### src/rtl/bilbo_bist_ctrl_pkg.sv
// Shared types for the BILBO self-test controller:
// chain mode encodings and FSM state encoding.
package bilbo_bist_ctrl_pkg;

   // {b1,b2} mode pins of the BILBO chain
   localparam logic [1:0] MODE_NORMAL = 2'b11;
   localparam logic [1:0] MODE_SHIFT  = 2'b01;
   localparam logic [1:0] MODE_MISR   = 2'b10;
   localparam logic [1:0] MODE_CLEAR  = 2'b00;

   typedef enum logic [2:0] {
      S_IDLE   = 3'd0,
      S_CLEAR  = 3'd1,
      S_SEED   = 3'd2,
      S_RUN    = 3'd3,
      S_UNLOAD = 3'd4,
      S_CHECK  = 3'd5
   } state_t;

endpackage

### src/rtl/bist_down_cnt.sv
// Loadable down-counter with zero flag; holds at zero.
// Ports: clk, rst_n, clr (sync clear), load/load_val, dec, zero.
module bist_down_cnt #(
   parameter int CNT_W = 8
) (
   input  logic             clk,
   input  logic             rst_n,
   input  logic             clr,
   input  logic             load,
   input  logic [CNT_W-1:0] load_val,
   input  logic             dec,
   output logic             zero
);

   logic [CNT_W-1:0] cnt;

   assign zero = (cnt == '0);

   always_ff @(posedge clk or negedge rst_n) begin
      if (!rst_n) begin
         cnt <= '0;
      end else if (clr) begin
         cnt <= '0;
      end else if (load) begin
         cnt <= load_val;
      end else if (dec && !zero) begin
         cnt <= cnt - CNT_W'(1);
      end
   end

endmodule

### src/rtl/bilbo_bist_ctrl.sv
// BILBO self-test sequencer: clear, seed, MISR run, unload, compare.
// Ports: clk, rst_n, start, abort, seed, run_len, golden, scan_in ->
//        b1, b2, tdi, busy, done, pass, signature (all registered).
module bilbo_bist_ctrl
   import bilbo_bist_ctrl_pkg::*;
#(
   parameter int WIDTH = 4,
   parameter int CNT_W = 8
) (
   input  logic             clk,
   input  logic             rst_n,
   input  logic             start,
   input  logic             abort,
   input  logic [WIDTH-1:0] seed,
   input  logic [CNT_W-1:0] run_len,
   input  logic [WIDTH-1:0] golden,
   input  logic             scan_in,
   output logic             b1,
   output logic             b2,
   output logic             tdi,
   output logic             busy,
   output logic             done,
   output logic             pass,
   output logic [WIDTH-1:0] signature
);

   localparam logic [CNT_W-1:0] W_LAST = CNT_W'(WIDTH - 1);

   state_t           state;
   logic [1:0]       mode;
   logic [WIDTH-1:0] seed_q;
   logic [CNT_W-1:0] rl_q;
   logic [WIDTH-1:0] gold_q;

   logic             cnt_load;
   logic [CNT_W-1:0] cnt_val;
   logic             cnt_dec;
   logic             cnt_zero;

   assign b1 = mode[1];
   assign b2 = mode[0];

   // Counter is reloaded on the edge that enters a counted state
   always_comb begin
      cnt_load = 1'b0;
      cnt_val  = '0;
      cnt_dec  = 1'b0;
      unique case (state)
         S_CLEAR: begin
            cnt_load = 1'b1;
            cnt_val  = W_LAST;
         end
         S_SEED: begin
            if (cnt_zero) begin
               cnt_load = 1'b1;
               cnt_val  = (rl_q != '0) ?
                          rl_q - CNT_W'(1) : W_LAST;
            end else begin
               cnt_dec = 1'b1;
            end
         end
         S_RUN: begin
            if (cnt_zero) begin
               cnt_load = 1'b1;
               cnt_val  = W_LAST;
            end else begin
               cnt_dec = 1'b1;
            end
         end
         S_UNLOAD: cnt_dec = 1'b1;
         default: ;
      endcase
   end

   bist_down_cnt #(
      .CNT_W(CNT_W)
   ) u_cnt (
      .clk     (clk),
      .rst_n   (rst_n),
      .clr     (abort),
      .load    (cnt_load),
      .load_val(cnt_val),
      .dec     (cnt_dec),
      .zero    (cnt_zero)
   );

   always_ff @(posedge clk or negedge rst_n) begin
      if (!rst_n) begin
         state     <= S_IDLE;
         mode      <= MODE_NORMAL;
         tdi       <= 1'b0;
         busy      <= 1'b0;
         done      <= 1'b0;
         pass      <= 1'b0;
         signature <= '0;
         seed_q    <= '0;
         rl_q      <= '0;
         gold_q    <= '0;
      end else begin
         done <= 1'b0;
         if (abort) begin
            state <= S_IDLE;
            mode  <= MODE_NORMAL;
            tdi   <= 1'b0;
            busy  <= 1'b0;
            pass  <= 1'b0;
         end else begin
            unique case (state)
               S_IDLE: begin
                  if (start) begin
                     state     <= S_CLEAR;
                     mode      <= MODE_CLEAR;
                     busy      <= 1'b1;
                     pass      <= 1'b0;
                     signature <= '0;
                     seed_q    <= seed;
                     rl_q      <= run_len;
                     gold_q    <= golden;
                  end
               end
               S_CLEAR: begin
                  // seed shifts out lsb first
                  state  <= S_SEED;
                  mode   <= MODE_SHIFT;
                  tdi    <= seed_q[0];
                  seed_q <= {1'b0, seed_q[WIDTH-1:1]};
               end
               S_SEED: begin
                  if (cnt_zero) begin
                     tdi <= 1'b0;
                     if (rl_q != '0) begin
                        state <= S_RUN;
                        mode  <= MODE_MISR;
                     end else begin
                        state <= S_UNLOAD;
                        mode  <= MODE_SHIFT;
                     end
                  end else begin
                     tdi    <= seed_q[0];
                     seed_q <= {1'b0, seed_q[WIDTH-1:1]};
                  end
               end
               S_RUN: begin
                  if (cnt_zero) begin
                     state <= S_UNLOAD;
                     mode  <= MODE_SHIFT;
                  end
               end
               S_UNLOAD: begin
                  signature <= {scan_in, signature[WIDTH-1:1]};
                  if (cnt_zero) begin
                     state <= S_CHECK;
                     mode  <= MODE_NORMAL;
                  end
               end
               S_CHECK: begin
                  state <= S_IDLE;
                  pass  <= (signature == gold_q);
                  done  <= 1'b1;
                  busy  <= 1'b0;
               end
               default: begin
                  state <= S_IDLE;
                  mode  <= MODE_NORMAL;
                  tdi   <= 1'b0;
                  busy  <= 1'b0;
               end
            endcase
         end
      end
   end

endmodule

### config.mk
export PLATFORM = sky130hd
export DESIGN_NAME = bilbo_bist_ctrl
export DESIGN_NICKNAME = d
export VERILOG_FILES = /design/src/rtl/bilbo_bist_ctrl_pkg.sv /design/src/rtl/bist_down_cnt.sv /design/src/rtl/bilbo_bist_ctrl.sv
export SDC_FILE = /design/constraint.sdc
export NUM_CORES = 1
export LEC_CHECK = 0
export ABC_AREA = 1
export ABC_CLOCK_PERIOD_IN_PS = 1400
export CAP_MARGIN = 5
export CORE_MARGIN = 2
export CORE_UTILIZATION = 50
export CTS_BUF_LIST = sky130_fd_sc_hd__clkbuf_4 sky130_fd_sc_hd__clkbuf_8
export CTS_CLUSTER_SIZE = 8
export DETAILED_ROUTE_END_ITERATION = 10
export PLACE_DENSITY = 0.77
export SLEW_MARGIN = 20
export SYNTH_ARGS = -nofsm -noshare
export SYNTH_HDL_FRONTEND = slang
export SYNTH_SLANG_ARGS = --single-unit
### constraint.sdc
create_clock -name clk -period 1.4 [get_ports clk]
set_input_delay 0.28 -clock clk [delete_from_list [all_inputs] [get_ports clk]]
set_output_delay 0.28 -clock clk [all_outputs]
set_load 0.05 [all_outputs]
==> metrics list <==
- Number of register bits inferred by synthesis: 37
- Wirelength, routed: between 6 and 7 mm
* Worst clock skew: about 0.0092 ns
- The worst hold path belongs to the class primary input to asynchronous set/reset pin.
- Synthesis-to-finish area growth: 54.2%
- For the finished layout, the period the worst path requires is roughly 1.7 ns.
- TritonCTS clock tree: done
- Total negative setup slack: -2.91 ns
- Max-slew violation count: 0
- CTS buffer count: 5
- Port buffering added 30 buffers.
- For this run, the register share of the synthesized area comes to 0.412.
- Global placer's final weighted congestion: about 0.94
- For this run, the slowest stage of the critical path takes between 0.3 and 0.4 ns.
- Worst-case setup margin in the final layout: -0.264 ns
* Max transition margin: 0.777
- After synthesis, the netlist uses 34 different library cells.
- Counting the fill cells in the layout gives about 250.
- Die boundary width: 71.1 µm
- Failing checks: setup timing
- The signal on the critical path passes through inv_2 -> ha_4 -> nand3_4 -> nor2_4 -> nor2_4 -> o21ai_4 -> buf_4 -> nand3_1 -> o21ai_0.
* Wire length of the first global-routing pass: 9.73 mm
* Clock-pin slew on the worst setup and hold paths: 0.07 ns
- PwrDens: 2180 nW/µm²
- The floorplan has 24 rows.
- The initial utilization of the core area, before any placement, comes to 0.518.
- Summed over all layers, the global routing overflow is 0.
- # IOs: 31
- In the routed layout, each cell is associated on average with a via count of around 5.4.
- Averaged over all synthesized cells, the footprint is ~7.9 µm².
- The number of placed instances, taps included, is between 400 and 500.
- Maximum number of pins on one net before global-route repair: 38
- Synthesis produced a netlist with a net count of 311.
- For this run, asynchronously set or reset flops after synthesis account for 1.00.
- Summing every instance area after synthesis gives 2250 µm².
- Average wire per standard cell: between 15 and 20 µm
- Setup violations remaining at the end of the flow were counted as 28.
- Measured on the finished design, the core utilization comes to 0.798.
- In the final design database the tool counted roughly 400 nets.
* Cell occurring most often along the worst timing path: nor2_4
* Combined global-route utilization of all metal layers: 0.244
* Area occupied by multi-input gates: ~1300 µm²
- Leaving out fill and tap cells, the most frequent cell in the layout is nand2_1.
- Synthesized netlist cell count: between 200 and 300
- Registers take around 930 µm².
- Detailed placement ended at an HPWL of 4.11 mm.
* Setup repair after global routing missed its margin: yes
- The worst-case IR drop observed on VDD is 1150 µV.
- Outcome: finished, violations left
- The most used flip-flop cell after synthesis is dfrtp_1.
- Drt first pass iters: 5
- For the worst-skew pair, the clock arrives at the later sink with an insertion delay of 0.29 ns.
* Bufs and invs on worst path: 2
- Highest-count cells in the layout ignoring fill and taps: nand2_1 (70), buf_4 (46), dfrtp_1 (35), inv_1 (27), clkdlybuf4s50_1 (20)
- Achievable clock frequency: ~0.6 GHz
* Post-route antenna net violation count: 0
- The clock tree synthesis step divided the H-tree into 2 levels.
- Die Span Y: between 70 and 80 µm
- For this run, the number of Yosys warnings is 0.
- Element type at the critical path start: flip-flop
- Number of antenna violations at the first check in global routing: 0
* Reg2reg path depth: 9
* CP delay by family, top: simple AND/OR/NAND/NOR gates
* CP arrival: approximately 1.9 ns
- # diodes: 0
- After floorplanning, the core was sized to cover between 4000 and 5000 µm².
- Across all layers, the routed design uses approximately 2300 vias.
- Worst path required time: between 1.5 and 2 ns
* Leakage power of the design: 0.00166 µW
* Transition time of the tightest slew-check pin: 0.334 ns
- In this run the critical register-to-register path is launched from u_cnt.cnt[0]$_DFFE_PN0P_.
- By startpoint and endpoint, the worst setup path is classified as flip-flop to flip-flop.
- Before CTS, the worst setup slack after placement is -0.220 ns.
- Max-cap violations in this run came to 0.
- Share of the cycle needed by the critical path after routing: 1.19
* Via count of the first global-routing pass: 2142
- Final-report hold violation count: 0
- Clock tree sinks: 37
- R2r setup slk: -0.26 ns
- Proportion of layout cells with a drive suffix above 1: 0.361
* Starting DRC count in detailed routing: between 100 and 150
- Critical Path End Type: flip-flop
- Number of enable-type register cells in the synthesized netlist: 0
- Reg2reg end: state[2]$_DFFE_PN0P_
* Critical path fanouts, max: 5
- After clock tree synthesis, the flow added hold-fix buffers numbering 0.
- The floorplan step defined a die boundary enclosing around 5100 µm².
- Number of non-filler instances in the completed layout: roughly 430
- Critical Path Slowest Stage Cell: dfrtp_1
- Count of unresolved DRC violations after routing: 0
- The clock passes through at most 2 buffers.
- CTS Root Cell: clkbuf_8
-- area by class of cell --
| cell class | count | area share |
|---|---|---|
| Clock buffer | 7 | 0.0259 |
| Inverter | 37 | 0.0418 |
| Multi-Input combinational cell | 209 | 0.387 |
| Sequential cell | 37 | 0.267 |
| Tap cell | 52 | 0.0187 |
| Timing Repair Buffer | 84 | 0.259 |
-- timing repair --
| item | in CTS | in global routing |
|---|---|---|
| endpoints found under the setup margin | 28 | 34 |
| buffers inserted | 9 | 5 |
| resized for setup | 23 | 34 |
| pin swaps | 6 | 16 |
| cloned | 1 | 1 |
-- Yosys cell counts, types with 2 or more instances --
library cell | count | area, µm²
dfstp_2 | 2 | 52.6
nand2_4 | 2 | 22.5
nand2_2 | 4 | 25.0
nor2_1 | 29 | 109
o22ai_1 | 2 | 12.5
nand2_1 | 74 | 278
nand4_1 | 3 | 18.8
inv_2 | 6 | 22.5
dfrtp_1 | 35 | 876
ha_1 | 4 | 50.1
mux2_4 | 5 | 75.1
xnor2_1 | 4 | 35.0
xor2_1 | 5 | 43.8
nor3_1 | 3 | 15.0
mux2i_1 | 3 | 30.0
nand3_1 | 19 | 95.1
o21ai_0 | 21 | 105
a21oi_1 | 10 | 50.1
o21ai_1 | 6 | 30.0
nor2_4 | 6 | 67.6
inv_1 | 30 | 113
-- metrics by stage --
| step | instance area [µm²] | total power, µW | hold WS (ns) |
|---|---|---|---|
| final | 3470 | 7590 | 0.351 |
| after floorplan | 2260 | 4270 | -0.0156 |
| after global placement | 3030 | 5680 | 0.472 |
| after global routing | 3470 | 8090 | 0.361 |
| after detailed placement | 3030 | 5810 | 0.484 |
| after CTS | 3290 | 7040 | 0.360 |
-- report_power, final --
| group | switching [µW] | internal (µW) |
|---|---|---|
| Sequential | 339 | 1490 |
| Clock | 378 | 410 |
| Combinational | 2690 | 2280 |
| Total | 3400 | 4190 |
-- worst max path at each step --
stage	startpoint	end	cells past startpoint
floorplan	u_cnt.cnt[1]$_DFFE_PN0P_	u_cnt.cnt[6]$_DFFE_PN0P_	9
global placement	abort	rl_q[5]$_DFFE_PN0P_	7
detailed placement	abort	u_cnt.cnt[2]$_DFFE_PN0P_	8
CTS	u_cnt.cnt[3]$_DFFE_PN0P_	u_cnt.cnt[7]$_DFFE_PN0P_	9
global route	u_cnt.cnt[0]$_DFFE_PN0P_	state[2]$_DFFE_PN0P_	9
finish	u_cnt.cnt[0]$_DFFE_PN0P_	state[2]$_DFFE_PN0P_	9
-- registers in the layout, indices dropped and copies added, names as in the netlist --
register	count
done	1
rl_q	8
state	3
tdi	1
signature	4
mode	2
gold_q	4
busy	1
seed_q	4
u_cnt.cnt	8
pass	1
-- per-layer routing --
metal | vias to the layer above | global-route usage | routed length [µm]
li1 | 1086 | - | -
met1 | 1102 | 0.327 | 2800
met2 | 85 | 0.403 | 3200
met3 | 20 | 0.0470 | 306
met4 | 0 | 0.0755 | 144
met5 | - | 0 | 0
-- cell families after synthesis --
group	share of synthesized area
XOR/XNOR	0.0350
buffers and inverters	0.0727
AO/OA/AOI/OAI	0.107
multiplexers	0.0466
AND/OR/NAND/NOR	0.305
adder cells (fa/ha/maj)	0.0222
flip-flops	0.412
No activity file was read; power rests on OpenSTA's default activity.
